File: config.mk
export PLATFORM = sky130hd
export DESIGN_NAME = pc_reg
export DESIGN_NICKNAME = d
export VERILOG_FILES = /design/src/rtl/nanosoc_pkg.sv /design/src/rtl/pc_reg.sv
export SDC_FILE = /design/constraint.sdc
export NUM_CORES = 1
export LEC_CHECK = 0
export ABC_AREA = 0
export BUFFER_PORTS_ARGS = -buffer_cell sky130_fd_sc_hd__buf_4
export CORE_MARGIN = 8
export CORE_UTILIZATION = 44
export CTS_CLUSTER_SIZE = 14
export DETAILED_ROUTE_END_ITERATION = 16
export PLACE_DENSITY = 0.75
export SLEW_MARGIN = 30
export SYNTH_ARGS = -nofsm -noshare
export SYNTH_HDL_FRONTEND = slang
export SYNTH_SLANG_ARGS = --single-unit
File: constraint.sdc
create_clock -name clk -period 1.9 [get_ports clk]
set_clock_uncertainty 0.15 [all_clocks]
set_input_delay 0.38 -clock clk [delete_from_list [all_inputs] [get_ports clk]]
set_output_delay 0.38 -clock clk [all_outputs]
set_load 0.02 [all_outputs]
File: src/rtl/nanosoc_pkg.sv
`default_nettype none
// ============================================================================
// Module   : nanosoc_pkg
// Brief    : Shared address-width, reset-vector and PC-step constants
//            for the nanosoc core.
// Revision : 1.0 - initial release
// ============================================================================
package nanosoc_pkg;

  localparam int unsigned ADDR_W = 32;

  typedef logic [31:0] addr_t;

  localparam addr_t       RESET_VECTOR = 32'h0000_0000;
  localparam int unsigned PC_STEP      = 4;

endpackage : nanosoc_pkg
`default_nettype wire

File: src/rtl/pc_reg.sv
`default_nettype none
// ============================================================================
// Module   : pc_reg
// Brief    : Fetch-stage program counter. It advances by PC_INCR each cycle
//            and loads an absolute target on jump. Optional stall input is
//            enabled with the macro PC_REG_HOLD_EN.
// Revision : 1.0 - initial release
// ============================================================================
module pc_reg
  import nanosoc_pkg::*;
#(
  parameter int unsigned       ADDR_W     = nanosoc_pkg::ADDR_W,
  parameter logic [ADDR_W-1:0] RESET_ADDR = ADDR_W'(RESET_VECTOR),
  parameter int unsigned       PC_INCR    = PC_STEP
) (
  input  logic              clk,
  input  logic              rst_,
  input  logic              jump_flag_i,
  input  logic [ADDR_W-1:0] jump_addr_i,
`ifdef PC_REG_HOLD_EN
  input  logic              hold_i,
`endif
  output logic [ADDR_W-1:0] pc_o
);

  localparam logic [ADDR_W-1:0] C_INCR = ADDR_W'(PC_INCR);

  logic [ADDR_W-1:0] r_pc;
  logic [ADDR_W-1:0] w_pc_next;

  // An X/Z jump flag must fall through to increment, so only an explicit 1 jumps.
  always_comb begin
    w_pc_next = r_pc + C_INCR;
    if (jump_flag_i == 1'b1) begin
      w_pc_next = jump_addr_i;
    end
`ifdef PC_REG_HOLD_EN
    else if (hold_i == 1'b1) begin
      w_pc_next = r_pc;
    end
`endif
  end

  always_ff @(posedge clk or negedge rst_) begin
    if (!rst_) begin
      r_pc <= RESET_ADDR;
    end else begin
      r_pc <= w_pc_next;
    end
  end

  assign pc_o = r_pc;

endmodule : pc_reg
`default_nettype wire

==> results of run 1 <==
[per-layer routing]
layer | wire length (µm) | GRT usage
met4 | 123 | 0.0764
met2 | 2740 | 0.289
met5 | 0 | 0
met3 | 329 | 0.0569
met1 | 2020 | 0.177
[power by group]
part	internal, mW	total [mW]	switching [mW]
clock	0.389	0.648	0.259
combinational	0.264	0.548	0.285
sequential	0.751	0.812	0.0604
[worst min-delay path, stage by stage]
cell and delay [ps]:
buf_4 70, nand2_1 40, o21ai_0 50
[what timing repair did]
item	4_1_cts	5_1_grt
endpoints found under the setup margin	5	14
hold endpoints to repair	32	0
pin swaps	0	2
hold buffers	1	0
gates cloned	0	0
resized for setup	1	7
buffers inserted	0	5
[placed cells by master (no fill, tap or decap)]
cell,count
ha_4,1
xnor2_1,2
dfrtp_1,27
dfrtp_2,5
clkbuf_1,1
buf_4,96
o211ai_1,3
inv_1,3
nor2_1,14
a31oi_1,14
nand4_4,3
nand2_1,23
and3_1,1
and2_1,2
o31ai_1,12
or2_2,1
or3_1,3
dlygate4sd3_1,1
or4_1,14
and4_1,2
and4_4,2
clkinv_2,1
o311ai_0,1
xor2_1,9
bufinv_16,1
and2_4,1
nand2_4,1
nand4_1,8
mux2_2,3
and3_2,2
o21ai_0,14
clkbuf_8,5
nand3_1,9
[cells by family after synthesis]
logic type	Yosys count	synth area share
AO/OA/AOI/OAI	44	0.154
XOR/XNOR	11	0.0531
adder cells (fa/ha/maj)	1	0.00690
buffers and inverters	18	0.0538
flip-flops	32	0.441
multiplexers	3	0.0186
AND/OR/NAND/NOR	86	0.272
[path summary, 6_finish.rpt]
kind / startpoint / end
min in group asynchronous: rst_ / pc_o[3]
worst max register to register: pc_o[2] / pc_o[31]
max in group asynchronous: rst_ / pc_o[6]
worst min register to register: pc_o[1] / pc_o[1]
worst min-delay path: jump_addr_i[5] / pc_o[5]
worst max-delay path: pc_o[2] / pc_o[31]
[layout make-up]
class	count	share of cell area
Multi-Input combinational cell	145	0.357
Sequential cell	32	0.302
Timing Repair Buffer	97	0.273
Clock buffer	6	0.0271
Tap cell	50	0.0234
Clock inverter	2	0.0131
Inverter	3	0.00421
==> flow_summary.ini, run 1 <==
[worst_setup_path]
required_ps = 1950
critPathTopFamily = simple AND/OR/NAND/NOR gates
r2r_slack_ps = 70
crit_buf_inv = 0
endpoint_kind = flip-flop
path_depth = 4
reg2regPathDepth = 4
critPathArrivalTime_ps = 1880
cp_cell_sequence = and3_2 > nand4_4 > or4_1 > a31oi_1
cp_slowest_cell = or4_1
crit_path_start_kind = flip-flop
critPathMaxStageDelay_ps = 520
worstSetupPathType = reg -> reg
crit_fanout = 14

[clocking]
cts_tree = done
cts.sinks = 32
root_buffer = clkbuf_8
clk_path_buf_depth = 2
clk_latency_ps = 290
cts_buffers = 5
clkSlewWorstSetupHoldPaths_ps = 70
cts_htree_levels = 2

[synth]
synthCells = 195
synth_area_leaders = dfrtp_1 44%, or4_1 5.8%, o31ai_1 5.0%
post-synth-top-count-cell = dfrtp_1
async_flop_share = 1.00
syn_area_um2 = 1810
ys_types = 28
synth_top_cell_area_share = 0.441
synth-seq-cells = 32
yosys_warnings = 0
yosysTopAreaCell = dfrtp_1
avgSynthCellArea_um2 = 9.30
synth_nets = 231
synth_commonest_cells = 32 x dfrtp_1, 23 x nand2_1
ys_seq_area_frac = 0.441
yosys_most_used_dff = dfrtp_1
synth_edf_count = 0

[routing]
first_pass_iters = 4
antenna_left = 0
dr_total_vias = 1862
dr.first_iter.drc_count = 115
via_per_inst = 5.56
wirelength_mm = 5.21
drc = 0
wire_per_inst_um = 15.6

[finish]
ff_latch_area_um2 = 807
largest_reg_flops = 32
instances_no_fill = 335
multi_input_area_um2 = 956
fillers = 324
final_area_um2 = 2680
final_util = 0.674
drive_gt1_frac = 0.428
antenna_cells = 0
nets = 320
area_growth_syn_to_layout_pct = 47.4

[timing]
min_period_over_period = 0.965
slew_viol_final = 0
hold_violations = 0
relSlewSlack = 0.722
fmax_mhz = 545
finalWorstSetupSlack_ps = 65.7
min_period_ps = 1830
setup_viol = 0
finalSetupTns_ps = 0
hold_slack_ps = 144
worst_slew_pin_slew_ps = 417
grt_setup_unrepaired = no

[floorplan]
start_util = 0.457
io_pins = 67
die_y_um = 80.2
die_w_um = 80.2
die-area_um2 = 6430
rows = 23
core-area_um2 = 3970

[global_route]
grt_pass1_wl_mm = 8.56
antenna_found_initial = 0
grt_max_degree = 33
grt_usage = 0.166
grt_pass1_vias = 1906
overflow = 0

[power]
leakage_nw = 1.18
p_per_area_nw_per_um2 = 751
fin_total_pwr_mw = 2.01
ir_worst_vdd_v = 0.000449

[place]
place_area_um2 = 2500
io_buffers = 66
place_congestion = 0.783
place_inst = 321
preCtsSetupSlack_ps = -88.2
hpwl_mm = 3.92

[min_path]
min_path_cells = 3
hold_class = in -> reg

[run]
cap_viol_max_count = 0

[outcome]
outcome = complete, no violations
(Power assumes the default switching activity.)
==> run 2: changes to the inputs <==
GPL_TIMING_DRIVEN = 0   (was not set)
==> flow_summary.ini, run 2 (synthesis results as in run 1) <==
[finish]
antenna_cells = 0
nets = 319
mostFrequentLayoutCell = buf_4
largest_reg_flops = 32
drive_gt1_frac = 0.415
area_growth_syn_to_layout_pct = 48.1
final_cell_mix = 77 x buf_4, 25 x dfrtp_1, 23 x nand2_1

[worst_setup_path]
required_ps = 1970
critPathMaxStageDelay_ps = 400
endpoint_kind = flip-flop
cp_slowest_cell = dfrtp_2
crit_path_start_kind = flip-flop
critPathArrivalTime_ps = 1930
worstSetupPathType = reg -> reg
crit_fanout = 8
cp_cell_sequence = ha_4 > and2_4 > buf_8 > nand4_4 > buf_6 > or4_1 > a31oi_1

[min_path]
hold_class = in -> reg

[floorplan]
die_w_um = 80.2
start_util = 0.457
die_y_um = 80.2
core-area_um2 = 3970
rows = 23
io_pins = 67
die-area_um2 = 6430

[routing]
first_pass_iters = 4
drc = 0
wirelength_mm = 5.57
dr.first_iter.drc_count = 170
antenna_left = 0
wire_per_inst_um = 16.7
via_per_inst = 5.55
dr_total_vias = 1855

[global_route]
grt_usage = 0.171
overflow = 0
grt_pass1_vias = 1780
antenna_found_initial = 0
grt_pass1_wl_mm = 8.68
grt_max_degree = 33

[timing]
grt_setup_unrepaired = yes
min_period_over_period = 0.979
setup_viol = 0
hold_violations = 0
worst_slew_pin_slew_ps = 533
relSlewSlack = 0.645
finalSetupTns_ps = 0
fmax_mhz = 538
min_period_ps = 1860
slew_viol_final = 0

[clocking]
clk_path_buf_depth = 2
root_buffer = clkbuf_8
cts_buffers = 5
cts_tree = done
clkSlewWorstSetupHoldPaths_ps = 80
clk_latency_ps = 290
cts_htree_levels = 2
cts.sinks = 32

[power]
leakage_nw = 1.16
p_per_area_nw_per_um2 = 754
ir_worst_vdd_v = 0.000433
fin_total_pwr_mw = 2.03

[place]
hpwl_mm = 3.78
place_congestion = 0.819
io_buffers = 65

[run]
cap_viol_max_count = 0

[outcome]
outcome = complete, no violations
run 2: changes by cell type in the layout (fill, tap and decap cells not counted), moves of 2 or more:
cell / before / now
and3_2: 2 / 0
buf_2: 0 / 3
buf_4: 96 / 77
buf_6: 0 / 6
clkbuf_1: 1 / 7
dfrtp_1: 27 / 25
dfrtp_2: 5 / 7
run 2: worst max-delay path, delay by kind of cell (launching register included):
family / cells / cell delay (ps)
buffers and inverters: 2 / 280
AOI/OAI and AO/OA: 1 / 160
and+or+nand+nor: 3 / 660
DFF: 1 / 400
adders and majority gates: 1 / 150
run 2: final timing paths:
path                                 startpoint  slack [ps]       end  depth (start not counted)
worst min-delay path            jump_addr_i[13]         140  pc_o[13]                          3
worst max-delay path                    pc_o[3]          40  pc_o[30]                          7
min in group asynchronous                  rst_         460   pc_o[7]                          2
worst min register to register          pc_o[1]         370   pc_o[1]                          1
max in group asynchronous                  rst_         810   pc_o[5]                          2
worst max register to register          pc_o[3]          40  pc_o[30]                          7
run 2: routing by layer:
| layer | GRT usage | vias to the layer above | part of all wire |
|---|---|---|---|
| li1 | - | 908 | - |
| met1 | 0.203 | 881 | 0.41 |
| met2 | 0.284 | 60 | 0.50 |
| met3 | 0.0592 | 6 | 0.075 |
| met4 | 0.0509 | 0 | 0.010 |
| met5 | 0 | - | 0 |
run 2: power breakdown:
group	total [mW]	switching, mW	internal, mW
combinational	0.519	0.265	0.254
sequential	0.836	0.0842	0.752
clock	0.672	0.284	0.388
run 2: layout make-up:
type / instances / area (µm²)
inverters: 3 / 11.3
clock buffers: 5 / 68.8
repair buffers: 81 / 603
flip-flops and latches: 32 / 810
fillers: 337 / 1280
multi-input cells: 145 / 966
plain buffers: 15 / 123
clock inverters: 3 / 42.5
well taps: 50 / 62.6
run 2: timing repair:
action / CTS / global route
buffers inserted: 4 / 8
setup endpoints to repair: 4 / 11
pin swaps: 0 / 7
endpoints found under the hold margin: 32 / 0
resized for setup: 9 / 10
cloned: 0 / 3
hold buffers: 1 / 0
run 2: stage by stage:
| step | instances | hold slack [ps] | instance area (µm²) | setup slack [ps] | utilization |
|---|---|---|---|---|---|
| global placement | 310 | 201 | 2400 | -45.0 | 0.605 |
| CTS | 323 | 139 | 2590 | 3.77 | 0.652 |
| floorplan | 195 | -65.6 | 1850 | -4.82 | - |
| detailed placement | 310 | 197 | 2400 | -92.0 | 0.605 |
| finish | 334 | 144 | 2690 | 40.7 | 0.676 |
| global route | 334 | 164 | 2690 | -31.6 | 0.676 |
==> run 3: changes to the inputs <==
ABC_AREA = 1   (was 0)
CAP_MARGIN = 15   (was not set)
CORE_UTILIZATION = 46   (was 44)
PLACE_DENSITY = 0.77   (was 0.75)
RECOVER_POWER = 100   (was not set)
==> flow_summary.ini, run 3 <==
[outcome]
outcome = complete, no violations

[floorplan]
die_y_um = 82.1
die_w_um = 82.1
io_pins = 67
die-area_um2 = 6750
start_util = 0.469
rows = 24
core-area_um2 = 4290

[global_route]
grt_pass1_vias = 2141
grt_max_degree = 33
overflow = 0
grt_pass1_wl_mm = 9.60
grt_usage = 0.183
antenna_found_initial = 0

[timing]
finalSetupTns_ps = 0
hold_slack_ps = 141
grt_setup_unrepaired = no
setup_viol = 0
slew_viol_final = 0
min_period_over_period = 0.908
hold_violations = 0
min_period_ps = 1720
worst_slew_pin_slew_ps = 824
relSlewSlack = 0.451
fmax_mhz = 580

[place]
io_buffers = 65
place_inst = 425
hpwl_mm = 4.52
place_congestion = 0.899

[routing]
dr_total_vias = 2136
wirelength_mm = 5.78
via_per_inst = 4.93
wire_per_inst_um = 13.4
antenna_left = 0
first_pass_iters = 5
drc = 0
dr.first_iter.drc_count = 135

[synth]
ys_types = 20
synthMuxAreaShare = 0
synth_compound_area_frac = 0.0354
ys_seq_area_frac = 0.398
synthCells = 308
async_flop_share = 1.00
synth_simple_gate_area_frac = 0.488
yosys.area_share.xor_xnor = 0.0131
yosys_most_used_dff = dfrtp_1
synth_edf_count = 0
synth_top_family_by_area = simple AND/OR/NAND/NOR gates
synth_top_cell_area_share = 0.398
post-synth-top-count-cell = nand2_1
syn_area_um2 = 2010
synth_adder_area_share = 0.00622
yosys_warnings = 0
synth_area_leaders = dfrtp_1 40%, nand2_1 25%, nand3_1 7.5%
synth-seq-cells = 32
synth_commonest_cells = 136 x nand2_1, 40 x nor2_1, 32 x dfrtp_1
yosysTopAreaCell = dfrtp_1
avgSynthCellArea_um2 = 6.53
synth_nets = 344

[power]
power_switching_uw = 589
clockPowerShare = 0.289
p_per_area_nw_per_um2 = 688
p_int_mw = 1.13
seqPwrFrac = 0.480
switching_share = 0.342
leakage_nw = 1.23
ir_worst_vdd_v = 0.000410
power_frac_comb = 0.231

[finish]
drive_gt1_frac = 0.139
antenna_cells = 0
fillers = 463
largest_reg_flops = 32
mostFrequentLayoutCell = nand2_1
final_cell_mix = 139 x nand2_1, 43 x nor2_1, 38 x clkbuf_1, 32 x buf_4, 32 x dfrtp_1
instances_no_fill = 433
nets = 417
area_growth_syn_to_layout_pct = 24.5

[run]
cap_viol_max_count = 0

[min_path]
hold_class = in -> reg

[worst_setup_path]
crit_fanout = 6
crit_top_cell = nand2_1
endpoint_kind = flip-flop
crit_path_start_kind = flip-flop
cp_cell_sequence = ha_1 > nand2_1 > nor2_4 > nand2_1 > nor2_2 > nand3_1 > nand3_1 > nand2_1
critPathMaxStageDelay_ps = 410
required_ps = 1930
cp_slowest_cell = dfrtp_1
worstSetupPathType = reg -> reg
critPathArrivalTime_ps = 1750

[clocking]
cts_buffers = 5
cts_tree = done
cts.sinks = 32
clk_latency_ps = 280
ctsResizeCount = 0
root_buffer = clkbuf_8
clkSlewWorstSetupHoldPaths_ps = 60
clk_path_buf_depth = 2
cts_htree_levels = 2
## run 3: cell types whose count changed after synthesis, moves of 5 or more
cell     delta
a31oi_1    -13
inv_1      +20
nand2_1   +113
nand3_1    +21
nand4_1     -8
nor2_1     +26
nor2_4      +7
o21ai_0     -5
o31ai_1    -12
or4_1      -14
xor2_1      -6
## run 3: critical path: cells and delay by family, from the launching register on
family,cells,cell delay (ps)
AND/OR/NAND/NOR,7,880
flip-flops,1,410
adder cells (fa/ha/maj),1,190
## run 3: power groups by stage
| stage | registers, mW | logic (mW) | clock network, mW |
|---|---|---|---|
| finish | 0.827 | 0.398 | 0.497 |
| global route | 0.841 | 0.446 | 0.530 |
| CTS | 0.829 | 0.462 | 0.507 |
| detailed placement | 0.841 | 0.460 | 0 |
| global placement | 0.838 | 0.450 | 0 |
| floorplan | 0.904 | 0.166 | 0 |
## run 3: per-layer routing
layer	up-vias	global-route usage	share of wire
met5	-	0	0
met4	0	0.0684	0.012
met3	6	0.0541	0.073
met2	60	0.310	0.50
met1	980	0.213	0.42
li1	1090	-	-
## run 3: cells by family after synthesis
family                   count (synthesis)
AND/OR/NAND/NOR                        227
AO/OA/AOI/OAI                           14
adder cells (fa/ha/maj)                  1
buffers and inverters                   31
flip-flops                              32
XOR/XNOR                                 3
## run 3: path summary, 6_finish.rpt
check                          startpoint  slack [ps]        to  cells after the start
min reg2reg                       pc_o[0]         330   pc_o[0]                      2
max                               pc_o[2]         180  pc_o[24]                      8
min in group asynchronous            rst_         580  pc_o[13]                      2
min                        jump_addr_i[0]         140   pc_o[0]                      3
max in group asynchronous            rst_         510   pc_o[7]                      2
max reg2reg                       pc_o[2]         180  pc_o[24]                      8
## run 3: layout make-up
cell class                 count  area (µm²)  share of cell area
multi-input combinational    245        1070               0.426
sequential                    32         801               0.320
timing repair buffer          66         375               0.150
inverter                      24        90.1              0.0360
clock buffer                   6        72.6              0.0290
tap                           52        65.1              0.0260
buffer                         7        28.8              0.0115
clock inverter                 1        5.00             0.00200
## run 3: timing repair
action / CTS / global route
endpoints found under the hold margin: 32 / 0
hold buffers: 1 / 0
buffers inserted: 0 / 0
## run 3: through the flow
stage / cell area [µm²] / setup WS [ps] / util / power, mW
6_report: 2500 / 175 / 0.583 / 1.72
5_1_grt: 2500 / 36.6 / 0.583 / 1.82
4_1_cts: 2650 / 203 / 0.618 / 1.80
3_5_place_dp: 2560 / 222 / 0.597 / 1.30
3_3_place_gp: 2560 / 246 / 0.597 / 1.29
2_1_floorplan: 2010 / 253 / - / 1.07
